[src/rtl/fetch_queue.sv]
// Instruction-fetch front end: owns the fetch PC, issues one outstanding word
// read at a time, and buffers returned words with their PC in a small FIFO
// that decode drains with valid/ready. A redirect flushes everything and
// restarts fetch at the new target.
module fetch_queue #(
    parameter int unsigned DEPTH    = 4,
    parameter logic [31:0] RESET_PC = 32'h0000_0000
) (
    input  logic        clk,
    input  logic        rst,
    output logic        imem_req,
    output logic [31:0] imem_addr,
    input  logic        imem_ack,
    input  logic [31:0] imem_rdata,
    input  logic        redirect,
    input  logic [31:0] redirect_pc,
    output logic        inst_valid,
    output logic [31:0] inst,
    output logic [31:0] inst_pc,
    input  logic        inst_ready
);

    localparam int unsigned AW = (DEPTH > 1) ? $clog2(DEPTH) : 1;
    localparam int unsigned CW = AW + 1;
    localparam logic [CW-1:0] DEPTH_C = CW'(DEPTH);
    localparam logic [31:0]   PC_STEP = 32'd4;

    typedef enum logic [1:0] {
        IDLE = 2'd0,
        REQ  = 2'd1,
        DROP = 2'd2
    } state_t;

    typedef struct packed {
        logic [31:0] pc;
        logic [31:0] word;
    } entry_t;

    state_t        state, state_next;
    logic [31:0]   fpc, fpc_next;
    logic [31:0]   req_addr, req_addr_next;
    logic [CW-1:0] count, count_next, count_push;
    logic [AW-1:0] rd_ptr, wr_ptr;
    entry_t        store [DEPTH];
    logic          push, pop, flush;
    logic [31:0]   target;

    // Redirect targets are always word aligned.
    assign target = redirect_pc & 32'hFFFF_FFFC;

    // Decode-side handshake; a redirect cancels the pop in the same cycle.
    assign pop = (count != '0) && inst_ready && !redirect;

    // Occupancy after a push this cycle (decides whether to keep fetching).
    assign count_push = count + CW'(1) - CW'(pop);

    // Next-state and fetch-PC logic.
    always_comb begin
        state_next    = state;
        fpc_next      = fpc;
        req_addr_next = req_addr;
        push          = 1'b0;
        flush         = 1'b0;
        case (state)
            IDLE: begin
                if (redirect) begin
                    fpc_next = target;
                    flush    = 1'b1;
                end else if (count < DEPTH_C) begin
                    req_addr_next = fpc;
                    state_next    = REQ;
                end
            end
            REQ: begin
                if (imem_ack) begin
                    if (redirect) begin
                        fpc_next   = target;
                        flush      = 1'b1;
                        state_next = IDLE;
                    end else begin
                        push     = 1'b1;
                        fpc_next = fpc + PC_STEP;
                        if (count_push < DEPTH_C) begin
                            req_addr_next = fpc + PC_STEP;
                        end else begin
                            state_next = IDLE;
                        end
                    end
                end else if (redirect) begin
                    fpc_next   = target;
                    flush      = 1'b1;
                    state_next = DROP;
                end
            end
            DROP: begin
                if (redirect) begin
                    fpc_next = target;
                    flush    = 1'b1;
                end
                if (imem_ack) begin
                    state_next = IDLE;
                end
            end
            default: begin
                state_next = IDLE;
            end
        endcase
    end

    // FIFO occupancy update; flush wins over any push or pop.
    always_comb begin
        count_next = count + CW'(push) - CW'(pop);
        if (flush) begin
            count_next = '0;
        end
    end

    // Fetch state registers.
    always_ff @(posedge clk or negedge rst) begin
        if (!rst) begin
            state    <= IDLE;
            fpc      <= RESET_PC;
            req_addr <= RESET_PC;
        end else begin
            state    <= state_next;
            fpc      <= fpc_next;
            req_addr <= req_addr_next;
        end
    end

    // FIFO pointers and occupancy.
    always_ff @(posedge clk or negedge rst) begin
        if (!rst) begin
            count  <= '0;
            rd_ptr <= '0;
            wr_ptr <= '0;
        end else begin
            count <= count_next;
            if (flush) begin
                rd_ptr <= '0;
                wr_ptr <= '0;
            end else begin
                if (push) begin
                    wr_ptr <= wr_ptr + AW'(1);
                end
                if (pop) begin
                    rd_ptr <= rd_ptr + AW'(1);
                end
            end
        end
    end

    // FIFO storage: each entry holds the fetched word and its PC.
    always_ff @(posedge clk or negedge rst) begin
        if (!rst) begin
            for (int unsigned i = 0; i < DEPTH; i++) begin
                store[AW'(i)] <= '0;
            end
        end else if (push) begin
            store[wr_ptr] <= '{pc: fpc, word: imem_rdata};
        end
    end

    assign imem_req   = (state != IDLE);
    assign imem_addr  = req_addr;
    assign inst_valid = (count != '0);
    assign inst       = store[rd_ptr].word;
    assign inst_pc    = store[rd_ptr].pc;

endmodule

[config.mk]
export PLATFORM = sky130hd
export DESIGN_NAME = fetch_queue
export DESIGN_NICKNAME = d
export VERILOG_FILES = /design/src/rtl/fetch_queue.sv
export SDC_FILE = /design/constraint.sdc
export NUM_CORES = 1
export LEC_CHECK = 0
export CAP_MARGIN = 20
export CORE_ASPECT_RATIO = 1.5
export CORE_UTILIZATION = 40
export CTS_CLUSTER_SIZE = 28
export DETAILED_ROUTE_END_ITERATION = 7
export PLACE_DENSITY = 0.62
export REMOVE_ABC_BUFFERS = 1
export SYNTH_ARGS = -nofsm -noshare
export SYNTH_HDL_FRONTEND = slang
export SYNTH_SLANG_ARGS = --single-unit
[constraint.sdc]
create_clock -name clk -period 2.5 [get_ports clk]
set_input_delay 0.25 -clock clk [delete_from_list [all_inputs] [get_ports clk]]
set_output_delay 0.25 -clock clk [all_outputs]
set_load 0.05 [all_outputs]
# Word level (Yosys, flattened, before mapping)
# Index checks and enable logic that the tools add are counted.
# classes
addsub	7
n_mul	0
div	0
n_lt_le_gt_ge	5
n_eq_ne	10
shifts	0
n_mux	34
n_bitwise	2
reduce_logical	15
# ops
operator	n
$bwmux 256	1
$mux 32	8
$mux 64	3
$bmux 64 s2	1
$demux 64 s2	1
$pmux 32 s2	2
$add 32x3->32 const B	1
$mux 2	11
$ne 2x2->1 const B	6
$reduce_bool 2->1	5
$ge 3x3->1 const B	2
$lt 3x3->1 const B	2
$ne 3x3->1 const B	2
$not 2->3	2
$pmux 2 s3	1
$reduce_and 6->1	1
$sub 3x1->3	2
$mux 1	5
$reduce_and 5->1	1
$add 2x1->2 const B	2
$add 3x1->3	1
$add 3x1->3 const B	1
$logic_and 1x1->1	3
$lt 3x1->1 const B	1
8 further kinds	8
# totals
reg_bits	329
latch_bits	0
mem_bits_rw	0
rom_bits	0
output_inout_bits	98
mem_count	0

# Logic depth before layout (Yosys ltp)
# logic_depth
word_depth	9
mapped_depth	13
ltp_nobuf	9

# Worst setup path before layout
# OpenSTA, ideal clock, no wires.
# synth_path
path_type	flip-flop to flip-flop
from	reg state[1]
to	reg count[2]
t_arrival_ns	2.329
required_ns	2.367
slack_ns	0.038
stages_incl_launch_ff	14
synth_period_minus_slack_ns	2.462
path_cell_list	dfrtp_1 -> buf_2 -> nand2b_4 -> nor2_4 -> buf_4 -> inv_1 -> buf_2 -> buf_2 -> ha_1 -> inv_1 -> ha_1 -> fa_1 -> xnor2_1 -> nor2_1
# synth_between
elab_chain_len	5
# synth_lines
item	line_no	source
start, declared	39	state_t state, state_next;
start signal, assigned	125	state <= state_next;
$eq 2x1->1	64	case (state)
$mux 1	64	
$add 3x1->3	112	count_next = count + CW'(push) - CW'(pop);
$sub 3x1->3	112	
$mux 3 *	113	if (flush) begin
via count_next[2]	42	logic [CW-1:0] count, count_next, count_push;
end signal, assigned	138	count <= count_next;
end, declared	42	
# Mark *: on every way through the listed nets, which the timed path passes. The rest lies on a longest branch.
# A chain may end at the register's enable or synchronous reset.

# Worst setup path in the final report
# layout_path
from	reg rd_ptr[0]
to	out inst[0]
# layout_between
elab_chain_len	4
# layout_lines
item	line_no	source
start, declared	43	logic [AW-1:0] rd_ptr, wr_ptr;
start signal, assigned	147	rd_ptr <= rd_ptr + AW'(1);
$not 2->3 (implied by the code)	167	assign inst = store[rd_ptr].word;
$bmux 64 s2	167	
$mux 64 (2 in a row)	-	
end, declared	18	output logic [31:0] inst,
# Every way passes these cells. The select of a mux whose other input is x is not followed.

==> results by group <==
Timing
  • Clock skew after layout: between 0.02 and 0.03 ns
  • Actual slew at the worst max-slew pin: 0.934 ns
  • RSZ-0062 raised after global routing: no
  • Fin crit share: 0.940
  • Max transition margin: 0.373
  • WHS: about 0.26 ns
  • Slew Viols, Final: 0
  • Setup TNS: 0 ns
  • Post-route minimum period: about 2.4 ns
  • Fmax: 425 MHz
  • Worst Setup Slack, final: between 0.1 and 0.15 ns
  • Hold Violations, Final: 0
  • Count of final setup violators: 0

Yosys
  • Yosys warns: 0
  • Top cells by area, synth: dfrtp_1 53%, mux2_2 18%, mux4_2 9.3%
  • Mean Syn Cell Area: approximately 13 sq um
  • Post-synthesis mux area share: 0.277
  • Sequential area share after synthesis: 0.529
  • Synth Instances: ~1,200
  • Post-synth top area cell: dfrtp_1
  • Asr flop ratio synth: 1.00
  • Mapped Area: around 16,000 sq um
  • EDFF count, synth: 0
  • Synth Area in Compound Gates: 0.0524
  • Main combinational cell family by area after synthesis: multiplexers
  • Adder-cell share of the synthesized area: 0.00691
  • Synth Register Bits: 329
  • Main synth FF type: dfrtp_1
  • Synth unique cells: 62
  • Simple-gate area share of the yosys netlist: 0.0743
  • Xor/xnor share of the synthesized area: 0.0242
  • Top cell type's share of synthesized area: 0.529

Floorplanning
  • Row count: slightly below 90
  • Die Area: slightly below 40,000 sq um
  • Initial Utilization: 0.405
  • Core area: around 38,000 sq um
  • Die extent in y: 244 um
  • IO Count: 167
  • Die Wd: around 160 um

Global routing
  • Total track usage: 0.200
  • Vias in the first global route: 10,700
  • First-pass GRT wire length: 60,900 um
  • Overflow after GRT: 0
  • Largest net degree at the start of global routing: a little under 90
  • Initial antenna violation count: 0

CTS
  • Sink Count: approximately 330
  • Insertion delay to the later sink of the worst-skew pair: between 0.5 and 0.6 ns
  • CTS Buf Count: 35
  • CTS Root Cell: clkbuf_16
  • H-tree depth: 2
  • TritonCTS clock tree: built
  • CTS Buffer Depth: 3
  • Clk pin slew, worst setup/hold paths: approximately 0.06 ns

Power and ir drop
  • Leakage power: about 8.6 nW
  • Final Power: approximately 24 mW
  • PwrDens: ~1300 nW/um^2
  • Maximum vdd ir drop: 0.672 mV

Worst setup path
  • Critical path endpoint category: output pin
  • Crit path to: inst[0]
  • CP startpoint kind: flop
  • Crit path from: rd_ptr[0]
  • Crit path required time: 2.25 ns
  • Reg2reg start: count[1]
  • Critical Path Fanout Max: 29
  • R2R cell count: 8
  • Reg2Reg Setup Slack: roughly 0.25 ns
  • Crit path DAT: between 2 and 2.5 ns
  • CP Class: reg2out
  • Critical R2R Capture: count[2]

Placement
  • DP HPWL: between 20,000 and 30,000 um
  • Post-DP Area: approximately 18,000 sq um
  • Place WS: roughly 0.11 ns
  • IO Port Bufs: about 160
  • GP Congestion: ~0.84

Routing
  • Post-route DRC: 0
  • Wire length per cell: 20.7 um
  • Final antenna-violating net count: 0
  • DRT Wirelength: between 30,000 and 40,000 um
  • Starting DRC count in detailed routing: slightly below 600
  • DR vias/cell: about 5.5
  • Via count: ~10,000
  • DRT Pass-1 Iters: 5

Outcome
  • Status: completed

Worst hold path
  • Class of the worst hold path: in2reg

Final layout
  • Layout overhead on the synthesized area: 24.6%
  • Storage cell area: just over 8000 sq um
  • ANT cells: 0
  • Fill cells: ~3,300
  • Nets: 1,415
  • Most common cell after layout, fill and taps aside: dfrtp_1
  • Layout cells sized above 1: 0.378
  • Final Cell Area: between 15,000 and 20,000 sq um
  • Commonest cells after routing, fill and taps aside: 327 x dfrtp_1, 249 x mux2_2, 98 x clkdlybuf4s50_1
  • Area of the multi-input gates: 6800 sq um

Run
  • Max cap viols: 0
-- cell families after synthesis --
| group | after synthesis |
|---|---|
| buf+inv | 113 |
| flops | 329 |
| mux | 320 |
| fa+ha+maj | 8 |
| compound gates | 138 |
| xor+xnor | 43 |
| simple gates | 222 |
-- how the worst min path moves through the flow --
stage / startpoint / endpoint / slack [ns] / cells past startpoint
floorplan: rst / count[0] / -0.05 / 0
global placement: rst / store[135] / 0.32 / 1
detailed placement: rst / store[135] / 0.34 / 1
CTS: redirect_pc[4] / fpc[4] / 0.24 / 3
global route: redirect_pc[4] / fpc[4] / 0.28 / 3
finish: redirect_pc[4] / fpc[4] / 0.26 / 3
-- Yosys cell counts, types with 2 or more instances --
master	count
nand2_1	51
and3_1	9
buf_6	6
a211o_1	2
ha_1	7
mux2i_1	7
o21ai_1	2
and4_1	3
or4_1	2
o21ai_0	40
nor4_1	2
mux4_2	64
or3_1	3
a221o_1	3
o22ai_1	12
nor3_1	12
nand4_1	29
buf_2	49
mux2_2	249
nor2b_1	6
xor2_1	25
nor2_1	62
a21oi_1	49
xnor2_1	18
o221a_2	2
clkbuf_1	30
dfrtp_1	329
inv_1	11
a21boi_0	8
o221ai_1	4
nand2b_1	3
o21bai_1	2
a31oi_1	5
and2_1	9
nand3_2	3
nand3_1	16
buf_4	10
buf_1	5
-- metrics by stage --
stage	utilization	cells
after global routing	0.505	1857
after detailed placement	0.475	1794
after floorplan	-	1072
after CTS	0.505	1857
final	0.505	1857
after global placement	0.475	1794
-- worst max-delay path, cell delays in order (launching register included) --
cell,delay (ns)
dfrtp_4,0.48
buf_12,0.25
mux4_2,0.57
buf_4,0.21
-- where the power goes --
group | switching (mW) | internal [mW] | leakage (nW)
Combinational | 6.12 | 5.00 | 3.83
Sequential | 1.09 | 7.16 | 4.21
Clock | 2.12 | 3.00 | 0.551
Total | 9.33 | 15.2 | 8.59
-- routing by layer --
metal  up-vias  share of wire  global-route usage
met1      5245           0.41               0.253
met4         0          0.026              0.0649
met2       264           0.52               0.350
met5         -              0                   0
met3        57          0.042              0.0254
li1       4596              -                   -
-- timing repair --
action,CTS,global route
setup endpoints to repair,56,0
buffers inserted,1,0
resized for setup,1,0
hold endpoints to repair,74,0
hold buffers,1,0
-- cell type report --
type | count | share of cell area
multi-input combinational | 731 | 0.350
sequential | 329 | 0.425
clock buffer | 49 | 0.0515
timing repair buffer | 229 | 0.133
clock inverter | 12 | 0.00651
inverter | 12 | 0.00232
tap | 495 | 0.0319
-- sequential cells by signal, indices dropped and copies added (netlist names) --
name and cells:
state 2, rd_ptr 2, store 256, wr_ptr 2, fpc 32, count 3, imem_addr 32
Note: power is estimated with default switching activity, not from simulation.
==> RTL edit (same flow settings) <==
The parameter `DEPTH` goes from 4 to 2.
--- a/src/rtl/fetch_queue.sv
+++ b/src/rtl/fetch_queue.sv
@@ -4,5 +4,5 @@
 // restarts fetch at the new target.
 module fetch_queue #(
-    parameter int unsigned DEPTH    = 4,
+    parameter int unsigned DEPTH    = 2,
     parameter logic [31:0] RESET_PC = 32'h0000_0000
 ) (
Check against the original RTL: not equivalent (a bounded check fails within 4 cycles, from zero or initial values and one cycle with rst low).
==> RTL edit against the original RTL <==
Power is 43% lower. Setup slack better by 0.0062 ns. Sequential cell count down 131. Largest power group unchanged. Sequential share of layout area fell by 1.8 points. Synthesized area fell by 38%. Wire length fell by 39%. Largest cell class unchanged. Cell area shrank 37%. Global-route usage increased by 0.070 points.
==> RTL edit: results (changes against the original RTL) <==
Global route
  – First-pass GRT wire length: 37.6 mm (-38%)
  – Gr usage total: 0.200 (+0.000702)
  – Vias in the first global route: 6965 (-35%)

Layout
  – Max FFs per register: 128 (-50%)
  – Fraction of layout cells with a size suffix above 1: 0.341 (-0.0371)

Setup path
  – CP peak stage delay: 0.70 ns (+0.13 ns)
  – Crit-path slowest cell: clkdlybuf4s50_1
  – Setup crit start: state[0]
  – CP max FO: 22 (-24%)
  – Worst r2r src: fpc[17]

Hold path
  – Hold Path Class: in2async

Yosys
  – Top cells by count, synth: dfrtp_1 (198), mux2_2 (190), a21oi_1 (58), nor2_1 (49), nand2_1 (40)
  – Count of different cell masters after synthesis: 53 (-15%)
  – Synth area leaders: dfrtp_1 (51%), mux2_2 (22%), a21oi_1 (3.0%), xor2_1 (2.5%), nor2_1 (1.9%)
  – Avg Synthesized Cell Area: 11.6 um2 (-12%)

Clock tree
  – Post-CTS Resized: 0 (-1)
  – Post-CTS Setup Inserts: 0 (-1)
  – Clk buf depth: 2 (-1)
  – Max H-tree Level: 4 (+2)
  – Num CTS Buffers: 17 (-51%)

Power and ir drop
  – P_leak: 5.25 nW (-39%)

Routing
  – Wire length per cell: 17.9 um (-14%)
  – DR WL met2: 12.4 mm (-38%)
  – Post-Route WL: 23.6 mm (-39%)
  – Via density: 5.24 (-4.3%)
  – Detailed Routing Iterations Pass 1: 4 (-1)

Placed design
  – Cell Count Post-Placement: 1284 (-28%)
  – DP Wirelength: 16.2 mm (-37%)
  – Gpl congestion: 0.806 (-4.0%)
  – Cell Area, Placed: 11600 um2 (-36%)

Status
  – Outcome: completed

STA
  – Slew margin rel.: 0.609 (+0.235)
RTL edit: layout make-up:
type | count | area (um2) | area share
multi-input cells | 556 | 4320 | 0.354
inverters | 8 | 30.0 | 0.00246
flip-flops and latches | 198 | 4960 | 0.406
clock inverters | 11 | 124 | 0.0102
well taps | 319 | 399 | 0.0327
diodes | 1 | 2.50 | 0.000205
repair buffers | 204 | 1900 | 0.156
clock buffers | 20 | 467 | 0.0382
RTL edit: cell families (layout without fill, tap and decap cells):
group | Yosys count | after routing | share of synthesized area
flip-flops | 198 | 198 | 0.513
multiplexers | 191 | 191 | 0.223
AND/OR/NAND/NOR | 189 | 189 | 0.101
AO/OA/AOI/OAI | 132 | 132 | 0.0812
buffers and inverters | 76 | 243 | 0.0407
XOR/XNOR | 41 | 41 | 0.0372
adder cells (fa/ha/maj) | 3 | 3 | 0.00389
other | 0 | 1 | 0
RTL edit: per-layer routing:
layer / vias to the layer above / track usage
met3: 19 / 0.0343
met2: 138 / 0.353
met4: 0 / 0.0674
met5: - / 0
li1: 3279 / -
met1: 3460 / 0.245
RTL edit: critical path, delay by kind of cell, from the launching register on:
family                 cells  cell delay, ns
buffers and inverters      2            0.93
flip-flops                 1            0.42
AND/OR/NAND/NOR            1            0.30
RTL edit: where the power goes:
group	leakage (nW)	internal, W	total (W)	switching (W)
clock	0.285	0.00155	0.00278	0.00122
sequential	2.45	0.00420	0.00489	0.000688
combinational	2.51	0.00237	0.00622	0.00385
total	5.25	0.00812	0.0139	0.00577
RTL edit: final timing paths:
path                                       to  slack [ns]  cells past startpoint
max in group asynchronous       imem_addr[28]        1.44                      3
worst min register to register      store[60]        0.48                      2
worst max register to register        fpc[25]        0.29                      6
min in group clk                      fpc[31]        0.40                      3
worst max-delay path                 imem_req        0.16                      3
worst min-delay path               store[107]        0.27                      2
